<file path="src/rtl/vram_arbiter_pkg.sv">
// vram_pkg: shared types and sizes for the VRAM arbiter slice.
// Contents:
//   VRAM_AW / VRAM_DW / VRAM_CNT_W : default address, data and counter widths
//   vram_gnt_t : which source owns the RAM port for the next cycle
//   vram_tag_t : who a read in flight belongs to
package vram_pkg;

   localparam int VRAM_AW    = 13;
   localparam int VRAM_DW    = 8;
   localparam int VRAM_CNT_W = 16;

   // One grant per edge; WB only ever appears when the posted write buffer is built in.
   typedef enum logic [2:0] {
      GNT_IDLE,
      GNT_ULA,
      GNT_CPU_RD,
      GNT_CPU_WR,
      GNT_WB
   } vram_gnt_t;

   // Owner of a read travelling through the two-stage return pipeline.
   typedef enum logic [1:0] {
      TAG_NONE,
      TAG_ULA,
      TAG_CPU
   } vram_tag_t;

endpackage

</file>
<file path="src/rtl/vram_arbiter_if.sv">
// vram_arbiter_if: bundles the three buses around the arbiter.
//   ULA side : ula_req, ula_addr -> ula_data, ula_valid
//   CPU side : cpu_req, cpu_we, cpu_addr, cpu_din -> cpu_dout, cpu_ready
//   RAM side : ram_en, ram_we, ram_addr, ram_din <- ram_dout
// Modports:
//   slave  : the arbiter's view
//   master : the surrounding system (ULA, J1 decoder, RAM macro)
interface vram_arbiter_if import vram_pkg::*; #(
   parameter int AW = VRAM_AW,
   parameter int DW = VRAM_DW
);

   logic          ula_req;
   logic [AW-1:0] ula_addr;
   logic [DW-1:0] ula_data;
   logic          ula_valid;

   logic          cpu_req;
   logic          cpu_we;
   logic [AW-1:0] cpu_addr;
   logic [DW-1:0] cpu_din;
   logic [DW-1:0] cpu_dout;
   logic          cpu_ready;

   logic          ram_en;
   logic          ram_we;
   logic [AW-1:0] ram_addr;
   logic [DW-1:0] ram_din;
   logic [DW-1:0] ram_dout;

   modport slave (
      input  ula_req, ula_addr,
      output ula_data, ula_valid,
      input  cpu_req, cpu_we, cpu_addr, cpu_din,
      output cpu_dout, cpu_ready,
      output ram_en, ram_we, ram_addr, ram_din,
      input  ram_dout
   );

   modport master (
      output ula_req, ula_addr,
      input  ula_data, ula_valid,
      output cpu_req, cpu_we, cpu_addr, cpu_din,
      input  cpu_dout, cpu_ready,
      input  ram_en, ram_we, ram_addr, ram_din,
      output ram_dout
   );

endinterface

</file>
<file path="src/rtl/vram_arbiter_wbuf.sv">
// vram_wbuf: one-entry posted write buffer for CPU writes into VRAM.
// Only instantiated when VRAM_WBUF_EN is defined.
// Ports:
//   clk, rst     : pixel clock, async active-low reset
//   wrReq_i      : a CPU write is pending and not yet accepted
//   wrAddr_i     : write address
//   wrData_i     : write data
//   drain_i      : the arbiter is granting WB this edge
//   accept_o     : the write is taken into the buffer this edge
//   full_o       : buffer holds a write not yet in RAM
//   addr_o       : buffered address
//   data_o       : buffered data
module vram_wbuf import vram_pkg::*; #(
   parameter int AW = VRAM_AW,
   parameter int DW = VRAM_DW
) (
   input  logic          clk,
   input  logic          rst,
   input  logic          wrReq_i,
   input  logic [AW-1:0] wrAddr_i,
   input  logic [DW-1:0] wrData_i,
   input  logic          drain_i,
   output logic          accept_o,
   output logic          full_o,
   output logic [AW-1:0] addr_o,
   output logic [DW-1:0] data_o
);

   logic          full_q;
   logic [AW-1:0] addr_q;
   logic [DW-1:0] data_q;

   // A new write is only taken into an empty buffer; a write arriving while full simply
   // waits (the CPU keeps cpu_req up) until the drain has emptied the entry.
   assign accept_o = wrReq_i && !full_q;
   assign full_o   = full_q;
   assign addr_o   = addr_q;
   assign data_o   = data_q;

   // Accept and drain never coincide: drain needs a full buffer, accept needs an empty one.
   always_ff @(posedge clk or negedge rst) begin
      if (!rst) begin
         full_q <= 1'b0;
         addr_q <= '0;
         data_q <= '0;
      end else if (accept_o) begin
         full_q <= 1'b1;
         addr_q <= wrAddr_i;
         data_q <= wrData_i;
      end else if (drain_i) begin
         full_q <= 1'b0;
      end
   end

endmodule

</file>
<file path="src/rtl/vram_arbiter.sv">
// vram_arbiter: shares the single-port VRAM between the ULA display fetch and the J1 CPU.
// The ULA always wins; the CPU is stalled through its ready handshake.
// Ports:
//   clk, rst        : 7 MHz pixel clock, async active-low reset
//   bus (slave)     : ULA fetch, CPU data port and RAM macro signals
//   contention_cnt  : saturating count of cycles a CPU request was denied
// Build option:
//   VRAM_WBUF_EN    : adds a one-entry posted write buffer (vram_wbuf) and the WB grant
module vram_arbiter import vram_pkg::*; #(
   parameter int AW    = VRAM_AW,
   parameter int DW    = VRAM_DW,
   parameter int CNT_W = VRAM_CNT_W
) (
   input  logic             clk,
   input  logic             rst,
   vram_arbiter_if.slave    bus,
   output logic [CNT_W-1:0] contention_cnt
);

   vram_gnt_t        gnt_d;
   vram_gnt_t        gnt_q;
   vram_tag_t        tag1_q;
   vram_tag_t        tag2_q;
   logic             cpuBusy_q;
   logic             cpuPend;
   logic             cpuGrant;
   logic             wrAccept;
   logic             ramEn_q;
   logic             ramWe_q;
   logic [AW-1:0]    ramAddr_q;
   logic [DW-1:0]    ramDin_q;
   logic [DW-1:0]    ulaData_q;
   logic             ulaValid_q;
   logic [DW-1:0]    cpuDout_q;
   logic             cpuReady_q;
   logic [CNT_W-1:0] cnt_q;

   // A CPU request counts only until it has been taken; the busy flag covers it until
   // the ready pulse so a still-high cpu_req in the ready cycle is not taken twice.
   assign cpuPend = bus.cpu_req && !cpuBusy_q;

`ifdef VRAM_WBUF_EN
   logic          wbFull;
   logic [AW-1:0] wbAddr;
   logic [DW-1:0] wbData;

   vram_wbuf #(.AW(AW), .DW(DW)) uWbuf (
      .clk      (clk),
      .rst      (rst),
      .wrReq_i  (cpuPend && bus.cpu_we),
      .wrAddr_i (bus.cpu_addr),
      .wrData_i (bus.cpu_din),
      .drain_i  (gnt_d == GNT_WB),
      .accept_o (wrAccept),
      .full_o   (wbFull),
      .addr_o   (wbAddr),
      .data_o   (wbData)
   );
`else
   assign wrAccept = 1'b0;
`endif

   // Priority: ULA, then a buffered write, then the CPU. With the buffer built in, CPU
   // writes never take the port directly and reads wait for the buffer to empty, which
   // keeps read-after-write ordering.
   always_comb begin
      gnt_d = GNT_IDLE;
      if (bus.ula_req) begin
         gnt_d = GNT_ULA;
      end
`ifdef VRAM_WBUF_EN
      else if (wbFull) begin
         gnt_d = GNT_WB;
      end else if (cpuPend && !bus.cpu_we) begin
         gnt_d = GNT_CPU_RD;
      end
`else
      else if (cpuPend) begin
         gnt_d = bus.cpu_we ? GNT_CPU_WR : GNT_CPU_RD;
      end
`endif
   end

   assign cpuGrant = (gnt_d == GNT_CPU_RD) || (gnt_d == GNT_CPU_WR) || wrAccept;

   // Grant register, registered RAM strobes, read-return tags and output captures.
   // A read granted at edge E0 is on the RAM pins after E0, its data comes back one
   // cycle later, and the owner's output register captures it at the following edge.
   // Direct writes complete the cycle after they are on the pins; posted writes
   // complete as soon as the buffer accepts them.
   always_ff @(posedge clk or negedge rst) begin
      if (!rst) begin
         gnt_q      <= GNT_IDLE;
         tag1_q     <= TAG_NONE;
         tag2_q     <= TAG_NONE;
         cpuBusy_q  <= 1'b0;
         ramEn_q    <= 1'b0;
         ramWe_q    <= 1'b0;
         ramAddr_q  <= '0;
         ramDin_q   <= '0;
         ulaData_q  <= '0;
         ulaValid_q <= 1'b0;
         cpuDout_q  <= '0;
         cpuReady_q <= 1'b0;
         cnt_q      <= '0;
      end else begin
         gnt_q   <= gnt_d;
         ramEn_q <= (gnt_d != GNT_IDLE);
         ramWe_q <= (gnt_d == GNT_CPU_WR) || (gnt_d == GNT_WB);
         case (gnt_d)
            GNT_ULA:    ramAddr_q <= bus.ula_addr;
            GNT_CPU_RD: ramAddr_q <= bus.cpu_addr;
            GNT_CPU_WR: begin
               ramAddr_q <= bus.cpu_addr;
               ramDin_q  <= bus.cpu_din;
            end
`ifdef VRAM_WBUF_EN
            GNT_WB: begin
               ramAddr_q <= wbAddr;
               ramDin_q  <= wbData;
            end
`endif
            default: ;
         endcase

         tag1_q <= (gnt_d == GNT_ULA)    ? TAG_ULA :
                   (gnt_d == GNT_CPU_RD) ? TAG_CPU : TAG_NONE;
         tag2_q <= tag1_q;

         ulaValid_q <= (tag2_q == TAG_ULA);
         if (tag2_q == TAG_ULA) begin
            ulaData_q <= bus.ram_dout;
         end
         if (tag2_q == TAG_CPU) begin
            cpuDout_q <= bus.ram_dout;
         end
         cpuReady_q <= (tag2_q == TAG_CPU) || (gnt_q == GNT_CPU_WR) || wrAccept;

         if (cpuGrant) begin
            cpuBusy_q <= 1'b1;
         end else if (cpuReady_q) begin
            cpuBusy_q <= 1'b0;
         end

         if (cpuPend && !cpuGrant && (cnt_q != '1)) begin
            cnt_q <= cnt_q + CNT_W'(1);
         end
      end
   end

   assign bus.ula_data   = ulaData_q;
   assign bus.ula_valid  = ulaValid_q;
   assign bus.cpu_dout   = cpuDout_q;
   assign bus.cpu_ready  = cpuReady_q;
   assign bus.ram_en     = ramEn_q;
   assign bus.ram_we     = ramWe_q;
   assign bus.ram_addr   = ramAddr_q;
   assign bus.ram_din    = ramDin_q;
   assign contention_cnt = cnt_q;

endmodule

</file>
<file path="src/flat_wrapper.sv">
// flat-port wrapper written by rule: the top's interface ports become plain ports
module vram_arbiter_flat import vram_pkg::*;
#(
   parameter int AW    = VRAM_AW,
   parameter int DW    = VRAM_DW,
   parameter int CNT_W = VRAM_CNT_W
)
  (clk, rst, contention_cnt, bus_ula_req, bus_ula_addr, bus_ula_data, bus_ula_valid, bus_cpu_req, bus_cpu_we, bus_cpu_addr, bus_cpu_din, bus_cpu_dout, bus_cpu_ready, bus_ram_en, bus_ram_we, bus_ram_addr, bus_ram_din, bus_ram_dout);
  vram_arbiter_if #(.AW(AW), .DW(DW)) bus_i ();
  input  logic clk;
  input  logic rst;
  output logic [CNT_W-1:0] contention_cnt;
  input wire logic [$bits(bus_i.ula_req)-1:0] bus_ula_req;
  input wire logic [$bits(bus_i.ula_addr)-1:0] bus_ula_addr;
  output wire logic [$bits(bus_i.ula_data)-1:0] bus_ula_data;
  output wire logic [$bits(bus_i.ula_valid)-1:0] bus_ula_valid;
  input wire logic [$bits(bus_i.cpu_req)-1:0] bus_cpu_req;
  input wire logic [$bits(bus_i.cpu_we)-1:0] bus_cpu_we;
  input wire logic [$bits(bus_i.cpu_addr)-1:0] bus_cpu_addr;
  input wire logic [$bits(bus_i.cpu_din)-1:0] bus_cpu_din;
  output wire logic [$bits(bus_i.cpu_dout)-1:0] bus_cpu_dout;
  output wire logic [$bits(bus_i.cpu_ready)-1:0] bus_cpu_ready;
  output wire logic [$bits(bus_i.ram_en)-1:0] bus_ram_en;
  output wire logic [$bits(bus_i.ram_we)-1:0] bus_ram_we;
  output wire logic [$bits(bus_i.ram_addr)-1:0] bus_ram_addr;
  output wire logic [$bits(bus_i.ram_din)-1:0] bus_ram_din;
  input wire logic [$bits(bus_i.ram_dout)-1:0] bus_ram_dout;
  assign bus_i.ula_req = bus_ula_req;
  assign bus_i.ula_addr = bus_ula_addr;
  assign bus_ula_data = bus_i.ula_data;
  assign bus_ula_valid = bus_i.ula_valid;
  assign bus_i.cpu_req = bus_cpu_req;
  assign bus_i.cpu_we = bus_cpu_we;
  assign bus_i.cpu_addr = bus_cpu_addr;
  assign bus_i.cpu_din = bus_cpu_din;
  assign bus_cpu_dout = bus_i.cpu_dout;
  assign bus_cpu_ready = bus_i.cpu_ready;
  assign bus_ram_en = bus_i.ram_en;
  assign bus_ram_we = bus_i.ram_we;
  assign bus_ram_addr = bus_i.ram_addr;
  assign bus_ram_din = bus_i.ram_din;
  assign bus_i.ram_dout = bus_ram_dout;
  vram_arbiter #(.AW(AW), .DW(DW), .CNT_W(CNT_W)) u_core (.clk(clk), .rst(rst), .bus(bus_i), .contention_cnt(contention_cnt));
endmodule
</file>
<file path="config.mk">
export PLATFORM = sky130hd
export DESIGN_NAME = vram_arbiter_flat
export DESIGN_NICKNAME = d
export VERILOG_FILES = /design/src/rtl/vram_arbiter_pkg.sv /design/src/rtl/vram_arbiter_if.sv /design/src/rtl/vram_arbiter_wbuf.sv /design/src/rtl/vram_arbiter.sv /design/src/flat_wrapper.sv
export SDC_FILE = /design/constraint.sdc
export NUM_CORES = 1
export LEC_CHECK = 0
export ABC_AREA = 1
export CAP_MARGIN = 25
export CORE_AREA = 2 2 83 85
export CTS_CLUSTER_SIZE = 24
export DETAILED_ROUTE_END_ITERATION = 8
export DIE_AREA = 0 0 85 87
export GPL_ROUTABILITY_DRIVEN = 0
export PLACE_DENSITY = 0.87
export SLEW_MARGIN = 20
export SYNTH_ARGS = -nofsm -noshare
export SYNTH_HDL_FRONTEND = slang
export SYNTH_SLANG_ARGS = --single-unit
export TNS_END_PERCENT = 5
</file>
<file path="constraint.sdc">
create_clock -name clk -period 1.6 [get_ports clk]
set_input_delay 0.32 -clock clk [delete_from_list [all_inputs] [get_ports clk]]
set_output_delay 0.32 -clock clk [all_outputs]
set_load 0.05 [all_outputs]
</file>
==> impl_metrics.tcl <==
set metrics [dict create \
    grt_first_pass_wirelength_microns 12400 \
    die-area_sq_um 7400 \
    area_growth_pct 58.3 \
    tightest_slew_ps 495 \
    vias 2719 \
    diodes 0 \
    tritoncts "done" \
    synth_top_area_share_pct 56.9 \
    chipWidth_microns 85 \
    clock_power_share_pct 40.5 \
    netSwitchingFraction_pct 24.8 \
    startpoint_type "flip-flop" \
    cts_sinks 64 \
    numCtsBuffers 9 \
    cap_viol_max_count 0 \
    place_ws_ps -56.5 \
    met3_length_microns 486 \
    fin_cells 552 \
    switchingPower_w 0.000918 \
    portBuffers 103 \
    synth_seq_cells 64 \
    firstDrtPassIters 4 \
    synthDistinctLibCells 22 \
    grt_overflow 0 \
    place_inst 536 \
    insertion_delay_ps 340 \
    skew_ps 11.1 \
    final.period_utilization_pct 90.7 \
    antenna_found_initial 0 \
    grt_pass1_vias 2824 \
    hold_viol 0 \
    power.internal_w 0.00279 \
    worstPathArrival_ps 1680 \
    rows 30 \
    ys_warn_count 0 \
    finalNetCount 516 \
    period_minus_slack_ps 1450 \
    status "finished, final reports clean" \
    critPathMaxFanout 5 \
    critPathKind "flip-flop to flip-flop" \
    die_y_microns 87 \
    drt_wl_total_microns 7310 \
    timing.fmax_mhz 689 \
    clockRootBuffer "clkbuf_8" \
    wl_per_cell_microns 13.2 \
    final_antenna_net_count 0 \
    grt_usage_pct 21.1 \
    post_cts_buffers 0 \
    leakage_nw 2.25 \
    finalWorstSetupSlack_ps 148 \
    rsz0062_at_grt "false" \
    synthCells 333 \
    ios 104 \
    yosys-top-cells-area "dfrtp_1 (57%), nand2_1 (19%), o21ai_0 (4.4%)" \
    synth_area_per_cell_sq_um 8.45 \
    hold_ws_ps 340 \
    max_slew_margin_pct 66.9 \
    hold_path_class "flip-flop to flip-flop" \
    core-area_sq_um 6570 \
    grt_max_degree 32 \
    critPathCaptureType "flip-flop" \
    initial_core_util_pct 42.9 \
    ys_seq_area_share_pct 56.9 \
    wl_met1_microns 2890 \
    drive_gt1_share_pct 25.2 \
    drtIter0Drc 144 \
    dr_wl_met2_microns 3820 \
    top_layer "met4" \
    clkSlewWorstSetupHoldPaths_ps 70 \
    pwr_density_cell_nw_per_um2 831 \
    routed_via_density 4.93 \
    drc 0 \
    peakVddDrop_mv 0.556 \
    share_seq_of_total_power_pct 46.0 \
    cts_max_level 3 \
    cts_buffer_depth 2 \
    synth_area_sq_um 2820 \
    drv_slew 0 \
    setup_viol 0 \
    worstPathRequired_ps 1830 \
    dp_hpwl_microns 5490 \
    yosysTopAreaCell "dfrtp_1" \
    combPwrFrac_pct 13.6 \
    syn_nets 381 \
]
-- power groups by stage --
| stage | registers (W) | logic (W) | clock network (W) |
|---|---|---|---|
| floorplan | 0.00191 | 0.0000636 | 0 |
| global placement | 0.00173 | 0.000495 | 0 |
| detailed placement | 0.00173 | 0.000508 | 0 |
| CTS | 0.00170 | 0.000510 | 0.00154 |
| global route | 0.00171 | 0.000538 | 0.00161 |
| finish | 0.00170 | 0.000503 | 0.00150 |
-- area by class of cell --
class | count | area, sq um
fillers | 524 | 2110
flip-flops and latches | 64 | 1610
repair buffers | 134 | 1360
multi-input cells | 232 | 1080
clock buffers | 12 | 145
inverters | 27 | 101
well taps | 80 | 100
clock inverters | 3 | 67.6
-- cells in the mapped netlist --
cell type and n:
o21ai_1 1, buf_2 4, a22oi_1 7, nor2_4 1
nor2_8 1, xor2_1 1, clkinv_1 1, xnor2_1 5
nand2_1 144, buf_6 2, nor2_1 18, ha_1 1
o21ai_2 2, nand2_4 1, o21ai_0 25, dfrtp_1 64
clkbuf_1 4, nand2_2 3, nor2_2 3, inv_1 26
nand4_1 5, nand3_1 14
-- per-layer routing --
metal  vias to the layer above  global-route usage, %
li1                       1309                      -
met1                      1282                   24.3
met2                       115                   37.6
met3                        13                   5.31
met4                         0                   8.37
met5                         -                      0
-- cell families (layout without fill, tap and decap cells) --
kind of cell    count (synthesis)  count (layout)  share of synthesized area, %
buf+inv                        37             176                          5.64
xor+xnor                        6               6                          1.87
flops                          64              64                          56.9
simple gates                  190             190                          28.0
compound gates                 35              35                          7.11
fa+ha+maj                       1               1                         0.444
-- final timing paths --
path	from	end	slack, ps	cells past startpoint
max in group asynchronous	rst	u_core.bus.ram_din[4]	620	3
max	u_core.contention_cnt[0]	u_core.contention_cnt[15]	150	8
max reg2reg	u_core.contention_cnt[0]	u_core.contention_cnt[15]	150	8
min in group asynchronous	rst	u_core.contention_cnt[6]	470	2
min reg2reg	u_core.tag1_q[1]	u_core.tag2_q[1]	340	0
min	u_core.tag1_q[1]	u_core.tag2_q[1]	340	0
-- stage by stage --
step           setup TNS [ps]  total power, W  area [sq um]  utilization (%)
2_1_floorplan            -211         0.00197          2840                -
3_3_place_gp            -15.7         0.00222          4220             64.3
3_5_place_dp             -224         0.00224          4220             64.3
4_1_cts                     0         0.00375          4450             67.7
5_1_grt                     0         0.00386          4460             67.8
6_report                    0         0.00370          4460             67.8
-- cell usage in the layout, fill, tap and decap left out --
cell             Yosys  routed
nand2_1            144     144
buf_4                0      68
dfrtp_1             64      59
clkdlybuf4s50_1      0      45
inv_1               26      26
o21ai_0             25      25
buf_12               0      19
nor2_1              18      17
nand3_1             14      14
clkbuf_8             0      10
a22oi_1              7       7
nand4_1              5       5
xnor2_1              5       5
dfrtp_2              0       5
nor2_2               3       4
nand2_2              3       3
clkbuf_1             4       2
bufinv_16            0       2
clkinv_1             1       1
nor2_8               1       1
nand2_4              1       1
nor2_4               1       1
o21ai_4              0       1
o21ai_2              2       1
xor2_1               1       1
o21ai_1              1       1
ha_4                 0       1
clkinvlp_4           0       1
dlygate4sd3_1        0       1
buf_2                4       1
-- registers in the layout, indices dropped and copies added, names as in the netlist, 2 cells and up --
register / flops
u_core.contention_cnt: 16
u_core.bus.ram_addr: 13
u_core.bus.cpu_dout: 8
u_core.bus.ram_din: 8
u_core.bus.ula_data: 8
u_core.gnt_q: 2
u_core.tag1_q: 2
u_core.tag2_q: 2
-- worst max-delay path, cell delays in order (launching register included) --
cell and delay (ps):
dfrtp_2 380, buf_4 150, inv_1 60, nor2_2 190, nand2_1 170, o21ai_0 190, nand2_1 80, nand2_1 80
nand2_1 50
-- what timing repair did --
| item | in CTS | in global routing |
|---|---|---|
| hold buffers | 1 | 0 |
| endpoints found under the hold margin | 15 | 0 |
| resized for setup | 0 | 2 |
| endpoints found under the setup margin | 0 | 11 |
Power figures use the tool's default switching activity.
